===== src/rtl/cam_pixel_capture.sv =====
// ---------------------------------------------------------------------------
// cam_pixel_capture: OV7670 RGB565 byte stream -> RGB332 pixel writes
// Revision: 1.0
// ---------------------------------------------------------------------------
`default_nettype none

module cam_pixel_capture #(
  parameter int H_PIX   = 160,
  parameter int V_LINES = 120,
  parameter int ADDR_W  = 15
) (
  input  logic              pclk,
  input  logic              rst,
  input  logic              en,
  input  logic              vsync,
  input  logic              href,
  input  logic [7:0]        d,
  output logic [7:0]        px_data,
  output logic              px_wr,
  output logic [ADDR_W-1:0] px_addr,
  output logic              frame_done,
  output logic              busy,
  output logic              px_ovf
);

  localparam int COL_W  = $clog2(H_PIX + 1);
  localparam int LINE_W = $clog2(V_LINES + 1);
  localparam logic [COL_W-1:0]  COL_MAX  = COL_W'(H_PIX);
  localparam logic [LINE_W-1:0] LINE_MAX = LINE_W'(V_LINES);

  localparam logic [1:0] S_IDLE     = 2'd0;
  localparam logic [1:0] S_WAIT_SOF = 2'd1;
  localparam logic [1:0] S_CAPTURE  = 2'd2;

  logic [1:0]        state_q, state_d;
  logic              vsync_q, href_q;
  logic              phase_q, phase_d;
  logic [5:0]        hi_q, hi_d;
  logic [COL_W-1:0]  col_q, col_d;
  logic [LINE_W-1:0] line_q, line_d;
  logic [7:0]        px_data_q, px_data_d;
  logic              px_wr_q, px_wr_d;
  logic [ADDR_W-1:0] px_addr_q, px_addr_d;
  logic              frame_done_q, frame_done_d;
  logic              px_ovf_q, px_ovf_d;

  logic              vsync_rise, vsync_fall, href_rise, href_fall;
  logic              eff_phase;
  logic [COL_W-1:0]  eff_col;

  assign vsync_rise = vsync & ~vsync_q;
  assign vsync_fall = ~vsync & vsync_q;
  assign href_rise  = href & ~href_q;
  assign href_fall  = ~href & href_q;

  // A new line restarts pairing and column count on the very byte that raises href.
  assign eff_phase = href_rise ? 1'b0 : phase_q;
  assign eff_col   = href_rise ? '0 : col_q;

  always_ff @(posedge pclk or negedge rst) begin
    if (!rst) state_q <= S_IDLE;
    else      state_q <= state_d;
  end

  always_comb begin
    state_d = state_q;
    case (state_q)
      S_IDLE:     if (en) state_d = S_WAIT_SOF;
      S_WAIT_SOF: if (vsync_fall) state_d = S_CAPTURE;
      S_CAPTURE:  if (vsync_rise) state_d = S_WAIT_SOF;
      default:    state_d = S_IDLE;
    endcase
  end

  always_comb begin
    busy = (state_q == S_CAPTURE);
  end

  always_comb begin
    phase_d      = phase_q;
    hi_d         = hi_q;
    col_d        = col_q;
    line_d       = line_q;
    px_data_d    = px_data_q;
    px_wr_d      = 1'b0;
    px_addr_d    = px_addr_q;
    frame_done_d = 1'b0;
    px_ovf_d     = px_ovf_q;

    if (state_q == S_WAIT_SOF && vsync_fall) begin
      phase_d   = 1'b0;
      col_d     = '0;
      line_d    = '0;
      px_addr_d = '0;
      px_ovf_d  = 1'b0;
    end

    if (state_q == S_CAPTURE) begin
      if (px_wr_q) px_addr_d = px_addr_q + 1'b1;
      if (vsync_rise) begin
        frame_done_d = 1'b1;
        phase_d      = 1'b0;
      end else if (href) begin
        if (!eff_phase) begin
          hi_d    = {d[7:5], d[2:0]};
          phase_d = 1'b1;
          col_d   = eff_col;
        end else begin
          phase_d   = 1'b0;
          px_data_d = {hi_q, d[4:3]};
          if (eff_col < COL_MAX && line_q < LINE_MAX) px_wr_d  = 1'b1;
          else                                         px_ovf_d = 1'b1;
          col_d = (eff_col == COL_MAX) ? eff_col : eff_col + 1'b1;
        end
      end else if (href_fall) begin
        // An unpaired trailing byte is simply forgotten here.
        phase_d = 1'b0;
        if (col_q != '0 && line_q != LINE_MAX) line_d = line_q + 1'b1;
      end
    end
  end

  always_ff @(posedge pclk or negedge rst) begin
    if (!rst) begin
      vsync_q      <= 1'b0;
      href_q       <= 1'b0;
      phase_q      <= 1'b0;
      hi_q         <= '0;
      col_q        <= '0;
      line_q       <= '0;
      px_data_q    <= '0;
      px_wr_q      <= 1'b0;
      px_addr_q    <= '0;
      frame_done_q <= 1'b0;
      px_ovf_q     <= 1'b0;
    end else begin
      vsync_q      <= vsync;
      href_q       <= href;
      phase_q      <= phase_d;
      hi_q         <= hi_d;
      col_q        <= col_d;
      line_q       <= line_d;
      px_data_q    <= px_data_d;
      px_wr_q      <= px_wr_d;
      px_addr_q    <= px_addr_d;
      frame_done_q <= frame_done_d;
      px_ovf_q     <= px_ovf_d;
    end
  end

  assign px_data    = px_data_q;
  assign px_wr      = px_wr_q;
  assign px_addr    = px_addr_q;
  assign frame_done = frame_done_q;
  assign px_ovf     = px_ovf_q;

endmodule

`default_nettype wire


===== config.mk =====
export PLATFORM = sky130hd
export DESIGN_NAME = cam_pixel_capture
export DESIGN_NICKNAME = d
export VERILOG_FILES = /design/src/rtl/cam_pixel_capture.sv
export SDC_FILE = /design/constraint.sdc
export NUM_CORES = 1
export LEC_CHECK = 0
export CAP_MARGIN = 20
export CORE_ASPECT_RATIO = 1.1
export CORE_MARGIN = 8
export CORE_UTILIZATION = 37
export CTS_CLUSTER_DIAMETER = 80
export DETAILED_ROUTE_END_ITERATION = 6
export GPL_TIMING_DRIVEN = 0
export PLACE_DENSITY = 0.58
export SLEW_MARGIN = 20
export SYNTH_ARGS = -nofsm -noshare
export SYNTH_HDL_FRONTEND = slang
export SYNTH_SLANG_ARGS = --single-unit

===== constraint.sdc =====
create_clock -name pclk -period 3.7 [get_ports pclk]
set_input_delay 0.74 -clock pclk [delete_from_list [all_inputs] [get_ports pclk]]
set_output_delay 0.74 -clock pclk [all_outputs]
set_load 0.01 [all_outputs]

==> metrics list <==
- STA classifies the critical path endpoint as a register.
* Floorplan die area: 9630 um2
- Across the VDD grid, the largest voltage drop is 0.000211 V.
* Static Leakage: 1.30 nW
- Synth-to-layout area growth: 24.3%
* Share of the core filled with cells: 47.3%
* Part of the total power dissipated in sequential elements: 51.4%
* Antenna violations before repair: 0
* Worst reg-to-reg path cell count: 9
- Number of setup buffers added after CTS: 0
* Power share of the combinational group: 18.1%
- Number of levels the H-tree was split into: 2
- The analysis attributes to net switching a power of 0.347 mW.
- Once the floorplan was initialized, standard cells occupied 38.0% of the core.
- Sequential cells were found to cover 52.2% of the synthesized design area.
- After routing the design area is 3100 um2.
- For this run, the detailed router's first-pass iteration total came to 4.
* Switching portion of total power: 26.5%
* Finish-stage setup viols: 0
* Worst Path Arrival: 2840 ps
* Area of the core: 6560 um2
- Fin crit period: 2640 ps
- Inserted Diodes: 0
- Routability-driven placement finished with a final weighted congestion of 0.792.
- Post-route DRC violation count: 0
- Leaving out fill and tap cells, the most frequent cells in the layout are 52 x dfrtp_1, 38 x clkdlybuf4s50_1, 21 x nand2_1, 15 x mux2_2, 13 x o21ai_0.
- Chip width: 94.3 um
* Startpoint type of the worst setup path: primary input
- GR Util All Layers: 12.0%
- After layout, the worst path uses 71.3% of the clock period.
- At the end of the flow, the number of nets in the layout was 291.
- Most frequent standard cell in the layout excluding fill and tap cells: dfrtp_1
* Number of synthesized flops with an enable pin: 0
- At the pin with the least slew margin, the transition time is 660 ps.
- The hold violation count in the final report was 0.
- After legalization and detailed placement, the total HPWL measured 3.78 mm.
* Post-CTS sizing: 0
- After clock tree synthesis, the clock-pin slew on the worst setup and hold paths is 100 ps.
- Net Count, Synth: 245
- Outcome: completed
- The clock network accounts for 30.5% of the total power.
* Post-route ant nets: 0
* Number of global-route vias before repair: 1878
- In this run the tightest slew margin relative to its limit is 56.0%.
- Setup repair after global routing missed its margin: no
* Fraction of registers with async set/reset: 100%
- Dividing the detail-routed wire length by the instance count gives 15.1 um.
- Summed over all layers, the routed wires come to 5.39 mm.
* Share of cells above drive strength 1: 13.1%
* TritonCTS clock tree: built
* Wire length of the first global-routing pass: 9.28 mm
- On the final layout, the worst hold slack is 445 ps.
* Clock insertion delay at the later pin of the skew report: 310 ps
- Fin. max-slew vios: 0
- Pre-CTS worst setup slack: 730 ps
- The die is 102 um tall.
- Across all layers, the routed design uses 1916 vias.
- After synthesis the cells add up to 2490 um2.
* Classification of the worst-slack hold path: primary input to asynchronous set/reset pin
* Power Dens Cells: 423 nW/um2
- Max-cap check violation count: 0
- Instance area after placement: 2980 um2
- Synthesis produced 228 cells.
* Number of rows in the core area: 31
* Clock sink total: 52
* Starting DRT DRC Count: 87
- Setup slack closes at 1060 ps.
* Maximum number of pins on one net before global-route repair: 53
- Peak fanout along the critical path: 10
* Port Buffers: 39
* Unique masters post-synth: 50
- Yosys reg bits: 52
* Number of hold buffers added after cts: 0
- A synthesized cell averages 10.9 um2.
* Vias per cell: 5.37
- Internal power: 0.963 mW
* Worst Skew: 8.04 ps
- Yosys printed 0 warnings.
- Critical Path RT: 3900 ps
* Cell at the root of the clock tree: clkbuf_8
* Classification of the worst setup path: primary input to register
* Aggregate global routing overflow: 0
* I/O pins: 40
- The clock passes through at most 2 buffers.
* Cts bufs inserted: 5
- Ys flop type: dfrtp_1
* Max Clk Rate: 379 MHz
- Setup TNS Final: 0 ps
power by group through the flow:
| stage | Clock [mW] | Combinational [mW] | Sequential, mW |
|---|---|---|---|
| after global placement | 0 | 0.240 | 0.684 |
| after global routing | 0.436 | 0.265 | 0.684 |
| after detailed placement | 0 | 0.242 | 0.686 |
| after floorplan | 0 | 0.125 | 0.689 |
| final | 0.400 | 0.237 | 0.674 |
| after CTS | 0.415 | 0.243 | 0.675 |
registers in the layout (all words and copies together), names as in the netlist:
name        flops
col_q           8
frame_done      1
hi_q            6
href_q          1
line_q          7
phase_q         1
px_addr        15
px_data         8
px_ovf          1
px_wr           1
state_q         2
vsync_q         1
synth_stat cells, types with 6 or more instances:
cell / instances / area (um2)
dfrtp_1: 52 / 1300
nand2_1: 21 / 78.8
mux2_2: 15 / 169
o21ai_0: 13 / 65.1
nand3_1: 12 / 60.1
nand4_1: 11 / 68.8
nor2_1: 10 / 37.5
o211ai_1: 7 / 52.6
a31oi_1: 6 / 37.5
nand2b_1: 6 / 37.5
o31ai_1: 6 / 45.0
metrics by stage:
step	total power, mW	instances
6_report	1.31	357
2_1_floorplan	0.815	228
3_3_place_gp	0.925	349
3_5_place_dp	0.928	349
4_1_cts	1.33	357
5_1_grt	1.38	357
final cells by class:
cell class / count / area, um2
Clock inverter: 3 / 47.5
Timing Repair Buffer: 39 / 388
Clock buffer: 5 / 68.8
Inverter: 6 / 22.5
Multi-Input combinational cell: 163 / 1130
Tap cell: 82 / 103
Buffer: 7 / 35.0
Sequential cell: 52 / 1300
Fill cell: 625 / 3450
logic make-up after synthesis:
logic type / Yosys count / share of synthesized area [%]
DFF: 52 / 52.2
muxes: 20 / 8.78
buffers and inverters: 13 / 2.31
AOI/OAI and AO/OA: 53 / 15.2
xor gates and xnor gates: 1 / 0.351
and+or+nand+nor: 85 / 19.2
adders and majority gates: 4 / 2.01
layer usage:
metal  share of wire [%]  track usage [%]
met5                   0                0
met3                 5.2             3.38
met4                 1.3             3.91
met2                  46             19.0
met1                  48             15.5
worst max-delay path, stage by stage:
cell             delay (ps)
clkdlybuf4s50_1         530
nand2b_1                120
clkbuf_1                350
and2_1                  200
ha_1                    200
and4_1                  250
nand4_1                 140
nand3_1                 120
nand2_1                  50
o2bb2ai_1               130
final timing paths:
check / start / end / slack (ps)
setup / recovery: href / col_q[6]$_DFF_PN0_ / 1060
hold / removal: rst / px_addr[8]$_DFF_PN0_ / 450
setup reg to reg: href_q$_DFF_PN0_ / col_q[6]$_DFF_PN0_ / 1560
hold reg to reg: px_addr[6]$_DFF_PN0_ / px_addr[6]$_DFF_PN0_ / 510
max in group asynchronous: rst / col_q[5]$_DFF_PN0_ / 2810
min in group pclk: px_addr[6]$_DFF_PN0_ / px_addr[6]$_DFF_PN0_ / 510
Power figures use the tool's default switching activity.
